File: config.mk
export PLATFORM = sky130hd
export DESIGN_NAME = fetch_sequencer
export DESIGN_NICKNAME = d
export VERILOG_FILES = /design/src/rtl/cpu_pkg.sv /design/src/rtl/fetch_sequencer_program_counter.sv /design/src/rtl/fetch_sequencer.sv
export SDC_FILE = /design/constraint.sdc
export NUM_CORES = 1
export LEC_CHECK = 0
export BUFFER_PORTS_ARGS = -buffer_cell sky130_fd_sc_hd__buf_2
export CAP_MARGIN = 15
export CELL_PAD_IN_SITES_DETAIL_PLACEMENT = 1
export CELL_PAD_IN_SITES_GLOBAL_PLACEMENT = 2
export CORE_ASPECT_RATIO = 0.7
export CORE_UTILIZATION = 27
export CTS_CLUSTER_DIAMETER = 100
export DETAILED_ROUTE_END_ITERATION = 7
export MAX_ROUTING_LAYER = met4
export PLACE_DENSITY = 0.9
export SYNTH_ARGS = -nofsm -noshare
export SYNTH_HDL_FRONTEND = slang
export SYNTH_SLANG_ARGS = --single-unit
File: constraint.sdc
create_clock -name clk -period 3.5 [get_ports clk]
set_clock_uncertainty 0.05 [all_clocks]
set_input_delay 0 -clock clk [delete_from_list [all_inputs] [get_ports clk]]
set_output_delay 0 -clock clk [all_outputs]
set_load 0.02 [all_outputs]
File: src/rtl/cpu_pkg.sv
// Shared CPU front-end types and constants: datapath width, fetch step and the
// fetch sequencer state encoding.
package cpu_pkg;
  localparam int XLEN        = 32;
  localparam int INSTR_BYTES = 4;

  typedef enum logic [1:0] {BOOT, FETCH, WAIT, ISSUE} fetch_state_t;

  // Redirect targets are forced onto an instruction boundary.
  function automatic logic [XLEN-1:0] align_target(input logic [XLEN-1:0] t);
    return {t[XLEN-1:2], 2'b00};
  endfunction
endpackage

File: src/rtl/fetch_sequencer_program_counter.sv
// Architectural program counter register; loads `next` on every clock edge.
module program_counter #(
  parameter int XLEN = 32
) (
  input  logic            clk,
  input  logic            reset,
  input  logic [XLEN-1:0] next,
  output logic [XLEN-1:0] pc
);
  logic [XLEN-1:0] pc_q;

  always_ff @(posedge clk or posedge reset)
    if (reset) pc_q <= '0;
    else       pc_q <= next;

  assign pc = pc_q;
endmodule

File: src/rtl/fetch_sequencer.sv
// Fetch sequencer: drives the PC, issues one imem fetch at a time, hands words
// to decode over valid/ready and applies branch/jump redirects.
module fetch_sequencer
  import cpu_pkg::*;
#(
  parameter int XLEN_P        = XLEN,
  parameter int INSTR_BYTES_P = INSTR_BYTES
) (
  input  logic              clk,
  input  logic              reset,
  output logic [XLEN_P-1:0] pc,
  output logic              imem_req,
  output logic [XLEN_P-1:0] imem_addr,
  input  logic              imem_ready,
  input  logic              imem_rvalid,
  input  logic [XLEN_P-1:0] imem_rdata,
  output logic              instr_valid,
  output logic [XLEN_P-1:0] instr,
  output logic [XLEN_P-1:0] instr_pc,
  input  logic              instr_ready,
  input  logic              redirect_valid,
  input  logic [XLEN_P-1:0] redirect_target,
  output logic              misalign_err
);
  fetch_state_t      state_q, state_d;
  logic              flush_q, flush_d;
  logic              req_q, valid_q, misalign_q;
  logic [XLEN_P-1:0] instr_q, instr_pc_q;
  logic [XLEN_P-1:0] pc_next, tgt;
  logic              redir, capture;

  program_counter #(.XLEN(XLEN_P)) u_pc (
    .clk   (clk),
    .reset (reset),
    .next  (pc_next),
    .pc    (pc)
  );

  assign tgt = {redirect_target[XLEN_P-1:2], 2'b00};

  always_comb begin
    state_d = state_q;
    flush_d = flush_q;
    pc_next = pc;
    capture = 1'b0;
    redir   = redirect_valid && (state_q != BOOT);
    case (state_q)
      BOOT:  state_d = FETCH;
      FETCH: begin
        if (redir) pc_next = tgt;
        // A request accepted alongside a redirect targets the old pc; its reply must be dropped.
        if (imem_ready) begin
          state_d = WAIT;
          flush_d = redir;
        end
      end
      WAIT: begin
        if (redir) begin
          pc_next = tgt;
          if (imem_rvalid) begin
            flush_d = 1'b0;
            state_d = FETCH;
          end else begin
            flush_d = 1'b1;
          end
        end else if (imem_rvalid) begin
          if (flush_q) begin
            flush_d = 1'b0;
            state_d = FETCH;
          end else begin
            capture = 1'b1;
            pc_next = pc + XLEN_P'(INSTR_BYTES_P);
            state_d = ISSUE;
          end
        end
      end
      ISSUE: begin
        if (redir) begin
          pc_next = tgt;
          state_d = FETCH;
        end else if (instr_ready) begin
          state_d = FETCH;
        end
      end
      default: state_d = BOOT;
    endcase
  end

  always_ff @(posedge clk or posedge reset) begin
    if (reset) begin
      state_q    <= BOOT;
      flush_q    <= 1'b0;
      req_q      <= 1'b0;
      valid_q    <= 1'b0;
      misalign_q <= 1'b0;
      instr_q    <= '0;
      instr_pc_q <= '0;
    end else begin
      state_q    <= state_d;
      flush_q    <= flush_d;
      req_q      <= (state_d == FETCH);
      valid_q    <= (state_d == ISSUE);
      misalign_q <= misalign_q | (redir && (redirect_target[1:0] != 2'b00));
      if (capture) begin
        instr_q    <= imem_rdata;
        instr_pc_q <= pc;
      end
    end
  end

  assign imem_req     = req_q;
  assign imem_addr    = pc;
  assign instr_valid  = valid_q;
  assign instr        = instr_q;
  assign instr_pc     = instr_pc_q;
  assign misalign_err = misalign_q;
endmodule

==> results.json, run 1 <==
{
  "status": "completed",
  "yosys_warnings": 0,
  "post_drt_wl_per_cell_microns": 16.19,
  "h-tree-depth": 3,
  "cp.arrival_ps": 2550,
  "via_count": 4710,
  "startpoint": "state_q[0]$_DFF_PP0_",
  "tritoncts": "done",
  "period_needed_ps": 2369,
  "fin_tns_setup_ps": 0,
  "critPathBufInv": 1,
  "synth_edf_count": 0,
  "die_h_microns": 114.1,
  "clk_latency_ps": 350,
  "finalWirelength_microns": 16380,
  "cpPeakStageDelay_ps": 530,
  "fmax_mhz": 422.0,
  "peakVddDrop_uv": 348.8,
  "synthCells": 562,
  "total_power_mw": 6.284,
  "dp_hpwl_microns": 10990,
  "crit_chain": "nor3b_1 -> o22a_1 -> nand2_4 -> buf_4 -> o32ai_1 -> nor2_1",
  "relSlewSlack": 0.5419,
  "num-nets-final": 847,
  "finalCritPeriodShare": 0.6770,
  "fp-row-count": 40,
  "cp_max_fo": 41,
  "syn_to_final_growth_pct": 37.82,
  "numCtsBuffers": 9,
  "grt_pass1_wl_microns": 26520,
  "io_pins": 201,
  "r2r_end": "u_pc.pc[27]$_DFFE_PP0P_",
  "clockBufferDepth": 2,
  "critical_path_depth": 6,
  "crit_path_top_delay_cell": "dfrtp_1",
  "end_kind": "register",
  "syn_area_per_cell_sq_um": 8.625,
  "worstPathRequired_ps": 3680,
  "synth_area_leaders": "dfrtp_1, nand2_1, buf_4",
  "core_area_sq_um": 17370,
  "start_kind": "register",
  "hold_path_class": "in2reg",
  "r2r_slack_ps": 1130,
  "synth_async_sr_flop_share": 1.000,
  "finalHoldViolCount": 0,
  "powerDensity_nw_per_um2": 940.7,
  "grt_max_degree": 50,
  "path_clk_slew_ps": 70,
  "netlist.area_leader.share": 0.5059,
  "cts.repair.resized": 0,
  "clock_sinks": 98,
  "initialDrtViolationCount": 232,
  "antenna_found_initial": 1,
  "synth_cell_type_count": 56,
  "syn_area_sq_um": 4847,
  "p_leak_nw": 3.383,
  "io_buffers": 194,
  "maxCapViolations": 0,
  "worstMarginPinSlew_ps": 687.1,
  "die-area_sq_um": 18500,
  "endpoint": "u_pc.pc[27]$_DFFE_PP0P_",
  "vias_per_cell": 4.654,
  "setup_viol": 0,
  "globalplace.congestion": 0.7871,
  "r2r_start": "state_q[0]$_DFF_PP0_",
  "root_buffer": "clkbuf_16",
  "layout-drive-gt1-share": 0.3004,
  "synth_top_area_cell": "dfrtp_1",
  "worstSetupPathType": "reg2reg",
  "gr-usage-all-layers": 0.1916,
  "start_util": 0.2791,
  "rsz0062_at_grt": "false",
  "synthMostInstantiatedCell": "nand2_1",
  "seq_area_frac_synth": 0.5059,
  "synthFlopType": "dfrtp_1",
  "drc": 0,
  "die_x_microns": 162.1,
  "grt_overflow": 0,
  "synth_seq_cells": 98,
  "slew_violations": 0,
  "reg2reg_depth": 6,
  "postRouteAntennaNets": 0,
  "synth_commonest_cells": "nand2_1, dfrtp_1, buf_4",
  "cp_top_family": "simple AND/OR/NAND/NOR gates",
  "grt_pass1_vias": 4804,
  "first_pass_iters": 4
}
[worst min-delay path by stage]
stage | startpoint | endpoint | slack, ps | cells past startpoint
after floorplan | imem_rdata[0] | instr[0]$_DFFE_PP0P_ | 60 | 2
after global placement | reset | instr[2]$_DFFE_PP0P_ | 100 | 2
after detailed placement | reset | instr[2]$_DFFE_PP0P_ | 100 | 2
after CTS | redirect_target[11] | u_pc.pc[11]$_DFFE_PP0P_ | 30 | 4
after global routing | redirect_target[13] | u_pc.pc[13]$_DFFE_PP0P_ | 50 | 4
final | redirect_target[11] | u_pc.pc[11]$_DFFE_PP0P_ | 40 | 4
[final cells by class]
class	instances	area (sq um)
inverters	4	17.52
diodes	2	5.005
clock inverters	3	17.52
well taps	231	289.0
clock buffers	11	242.7
multi-input cells	396	1977
flip-flops and latches	98	2452
fillers	2086	10690
repair buffers	267	1679
[metrics by stage]
stage	hold slack (ps)	cell area (sq um)	cells	worst slack (ps)	util
4_1_cts	30.94	6675	1010	1123	0.3844
3_3_place_gp	99.37	5774	932	1267	0.3325
5_1_grt	46.20	6678	1011	963.3	0.3845
2_1_floorplan	55.44	4866	567	887.9	-
3_5_place_dp	104.4	5774	932	1136	0.3325
6_report	39.76	6680	1012	1131	0.3847
[power by group]
group	internal (mW)	switching (mW)	leakage [nW]
Combinational	1.06	2.04	2.07
Clock	0.492	0.433	0.127
Sequential	1.66	0.598	1.19
Total	3.21	3.07	3.38
[kinds of logic (layout without fill, tap and decap cells)]
| logic type | after synthesis | in the layout | synth area share |
|---|---|---|---|
| AO/OA/AOI/OAI | 94 | 94 | 0.1283 |
| adder cells (fa/ha/maj) | 1 | 1 | 0.002581 |
| buffers and inverters | 73 | 285 | 0.09447 |
| flip-flops | 98 | 98 | 0.5059 |
| multiplexers | 2 | 2 | 0.004388 |
| other | 1 | 8 | 0.0007737 |
| AND/OR/NAND/NOR | 293 | 293 | 0.2636 |
[what timing repair did]
action / 4_1_cts / 5_1_grt
endpoints found under the setup margin: 0 / 0
setup buffers: 0 / 0
hold buffers: 64 / 0
endpoints found under the hold margin: 107 / 0
[flip-flops by register name (all words and copies together) (netlist names)]
name and cells:
flush_q 1, u_pc.pc 30, instr_valid 1, imem_req 1, misalign_err 1, state_q 2
instr_pc 30, instr 32
[routing by layer]
layer  global-route usage  part of all wire
met2               0.2973              0.46
met3              0.04926             0.052
met1               0.2543              0.48
met5                    -                 0
met4              0.03333            0.0054
[worst reg2reg max path, stage by stage (launching register included)]
cell and delay, ps:
dfrtp_1 530, nor3b_1 400, o22a_1 250, nand2_4 240, buf_4 370, o32ai_1 360
nor2_1 70
[layout by cell type, fill, tap and decap left out, types with 3 or more instances in the layout]
cell type / count
nand3_1: 18
o22a_1: 4
clkbuf_16: 9
o311ai_1: 3
a2bb2oi_1: 5
buf_4: 9
nand2_1: 208
a211oi_1: 4
nor2_1: 22
o22ai_1: 8
nor3_1: 3
a22oi_1: 4
a21oi_1: 24
or3_1: 4
a311oi_1: 8
conb_1: 6
dfrtp_1: 98
and2_1: 5
buf_2: 194
dlygate4sd3_1: 64
and3_1: 10
o21ai_0: 19
(Power assumes the default switching activity.)
==> run 2, diff against run 1 <==
- ABC_AREA: unset -> 1
- CORE_UTILIZATION: 27 -> 26
- clock period: 3.5 -> 2.3 ns (I/O delays scaled with it)
==> results.json, run 2 <==
{
  "status": "completed",
  "layout-drive-gt1-share": 0.2578,
  "syn_area_sq_um": 5165,
  "synthCells": 697,
  "peakVddDrop_uv": 639.9,
  "seq_area_frac_synth": 0.4748,
  "synth_edf_count": 0,
  "r2r_end": "u_pc.pc[26]$_DFFE_PP0P_",
  "cp.arrival_ps": 2190,
  "antenna_found_initial": 0,
  "via_count": 5301,
  "cpPeakStageDelay_ps": 450,
  "finalWirelength_microns": 19020,
  "synth_seq_cells": 98,
  "h-tree-depth": 3,
  "postRouteAntennaNets": 0,
  "hp-start": "redirect_target[12]",
  "vias_per_cell": 4.421,
  "worstMarginPinSlew_ps": 629.2,
  "end_kind": "register",
  "clock_sinks": 98,
  "die_h_microns": 119.9,
  "syn_area_per_cell_sq_um": 7.410,
  "die_x_microns": 170.5,
  "synth_commonest_cells": "nand2_1, dfrtp_1, nor2_1",
  "start_util": 0.2693,
  "layout_common_cells": "nand2_1, buf_2, dfrtp_1",
  "synth_fa_ha_area_frac": 0.002422,
  "powerDensity_nw_per_um2": 1378,
  "path_common_cell": "nand2_1",
  "synth_top_area_cell": "dfrtp_1",
  "grt_max_degree": 58,
  "place_area_sq_um": 6212,
  "whs_endpoint": "u_pc.pc[12]$_DFFE_PP0P_",
  "largest_reg_flops": 32,
  "setup_viol": 0,
  "synth_top_family_by_area": "simple AND/OR/NAND/NOR gates",
  "synth_cell_type_count": 32,
  "r2r_start": "u_pc.pc[3]$_DFFE_PP0P_",
  "dp_hpwl_microns": 13890,
  "core_area_sq_um": 19180,
  "fp-row-count": 42,
  "clockBufferDepth": 2,
  "grt_overflow": 0,
  "numCtsBuffers": 9,
  "synthMuxAreaShare": 0,
  "use_met3": 0.04090,
  "yosys_warnings": 0,
  "synth-compound-area-share": 0.07243,
  "slew_violations": 0,
  "cp_max_fo": 5,
  "syn_to_final_growth_pct": 39.34,
  "met2_usage": 0.2828,
  "final.setup.worst_slack_ps": 310.8,
  "post_drt_wl_per_cell_microns": 15.86,
  "crit_chain": "ha_1 -> nand2_1 -> nor2_2 -> nand2_1 -> nor2_1 -> nand2_1 -> nand2_1 -> nand3_1 -> nand2_1 -> nand2_1",
  "finalHoldViolCount": 0,
  "synth_area_leaders": "dfrtp_1, nand2_1, nor2_1",
  "place_ws_ps": 205.7,
  "path_clk_slew_ps": 70,
  "rsz0062_at_grt": "false",
  "globalplace.congestion": 0.8402,
  "utilization": 0.3752,
  "io_buffers": 194,
  "r2r_slack_ps": 310,
  "hold_path_class": "in2reg",
  "p_leak_nw": 3.691,
  "maxCapViolations": 0,
  "root_buffer": "clkbuf_16",
  "first_pass_iters": 4,
  "clk_latency_ps": 350,
  "startpoint": "u_pc.pc[3]$_DFFE_PP0P_",
  "start_kind": "register",
  "crit_path_top_delay_cell": "dfrtp_1",
  "gr-max-usage-layer": "met2",
  "synthFlopType": "dfrtp_1",
  "insertedDiodeCount": 0,
  "hold_ws_ps": 16.16,
  "fmax_mhz": 502.7,
  "grt_pass1_wl_microns": 29650,
  "finalCritPeriodShare": 0.8649,
  "synthSimpleGateAreaFrac": 0.3304,
  "use_met1": 0.2808,
  "synthMostInstantiatedCell": "nand2_1",
  "die-area_sq_um": 20440,
  "whs_path_depth": 5,
  "place_inst": 1116,
  "relSlewSlack": 0.5796,
  "grt_pass1_vias": 5341,
  "worstPathRequired_ps": 2500,
  "fin_cells": 1199,
  "netlist.area_leader.share": 0.4748,
  "synth_xor_area_frac": 0.005087,
  "gr-usage-all-layers": 0.1967,
  "cp_top_family": "simple AND/OR/NAND/NOR gates",
  "critPathBufInv": 0,
  "fin_tns_setup_ps": 0,
  "total_power_mw": 9.919,
  "reg2reg_depth": 10,
  "layout_commonest_cell": "nand2_1",
  "drc": 0,
  "period_needed_ps": 1989,
  "tritoncts": "done",
  "num-nets-final": 1001,
  "io_pins": 201,
  "worstSetupPathType": "reg2reg",
  "synth_async_sr_flop_share": 1.000,
  "initialDrtViolationCount": 287,
  "stdcell_area_sq_um": 7197
}
run 2: timing repair:
| item | in CTS | in global routing |
|---|---|---|
| gates resized for setup | 0 | 1 |
| buffers inserted | 0 | 0 |
| hold endpoints to repair | 87 | 0 |
| setup endpoints to repair | 0 | 1 |
| hold buffers | 67 | 0 |
run 2: power by group:
part           switching [mW]  leakage (nW)  internal, mW
combinational            3.38          2.35          1.61
sequential              0.781          1.19          2.54
clock                   0.730         0.143         0.886
run 2: cell families after synthesis:
family	count (synthesis)
flops	98
compound gates	70
simple gates	422
other cells	1
fa+ha+maj	1
xor+xnor	3
buf+inv	102
run 2: worst register-to-register path: stages, from the launching register on:
cell and delay (ps):
dfrtp_1 450, ha_1 270, nand2_1 110, nor2_2 220, nand2_1 140, nor2_1 270
nand2_1 100, nand2_1 80, nand3_1 80, nand2_1 70, nand2_1 50
run 2: worst max path at each step:
stage | cells past startpoint | to | slack (ps)
detailed placement | 10 | u_pc.pc[26]$_DFFE_PP0P_ | 210
global route | 10 | u_pc.pc[26]$_DFFE_PP0P_ | 100
CTS | 10 | u_pc.pc[26]$_DFFE_PP0P_ | 200
global placement | 10 | u_pc.pc[26]$_DFFE_PP0P_ | 240
finish | 10 | u_pc.pc[26]$_DFFE_PP0P_ | 310
floorplan | 10 | u_pc.pc[26]$_DFFE_PP0P_ | 630
run 2: layout make-up:
cell class              count  area, sq um
repair buffers            276         1792
flip-flops and latches     98         2452
fillers                  2415        11980
multi-input cells         502         2145
clock buffers              10        239.0
inverters                  43        166.4
clock inverters             6        72.57
well taps                 264        330.3
run 2: routing by layer:
| metal | vias to the layer above | wire (microns) | share of wire |
|---|---|---|---|
| met2 | 164 | 7920 | 0.42 |
| li1 | 2586 | - | - |
| met3 | 20 | 1078 | 0.057 |
| met1 | 2531 | 9796 | 0.51 |
| met4 | 0 | 227 | 0.012 |
| met5 | - | 0 | 0 |
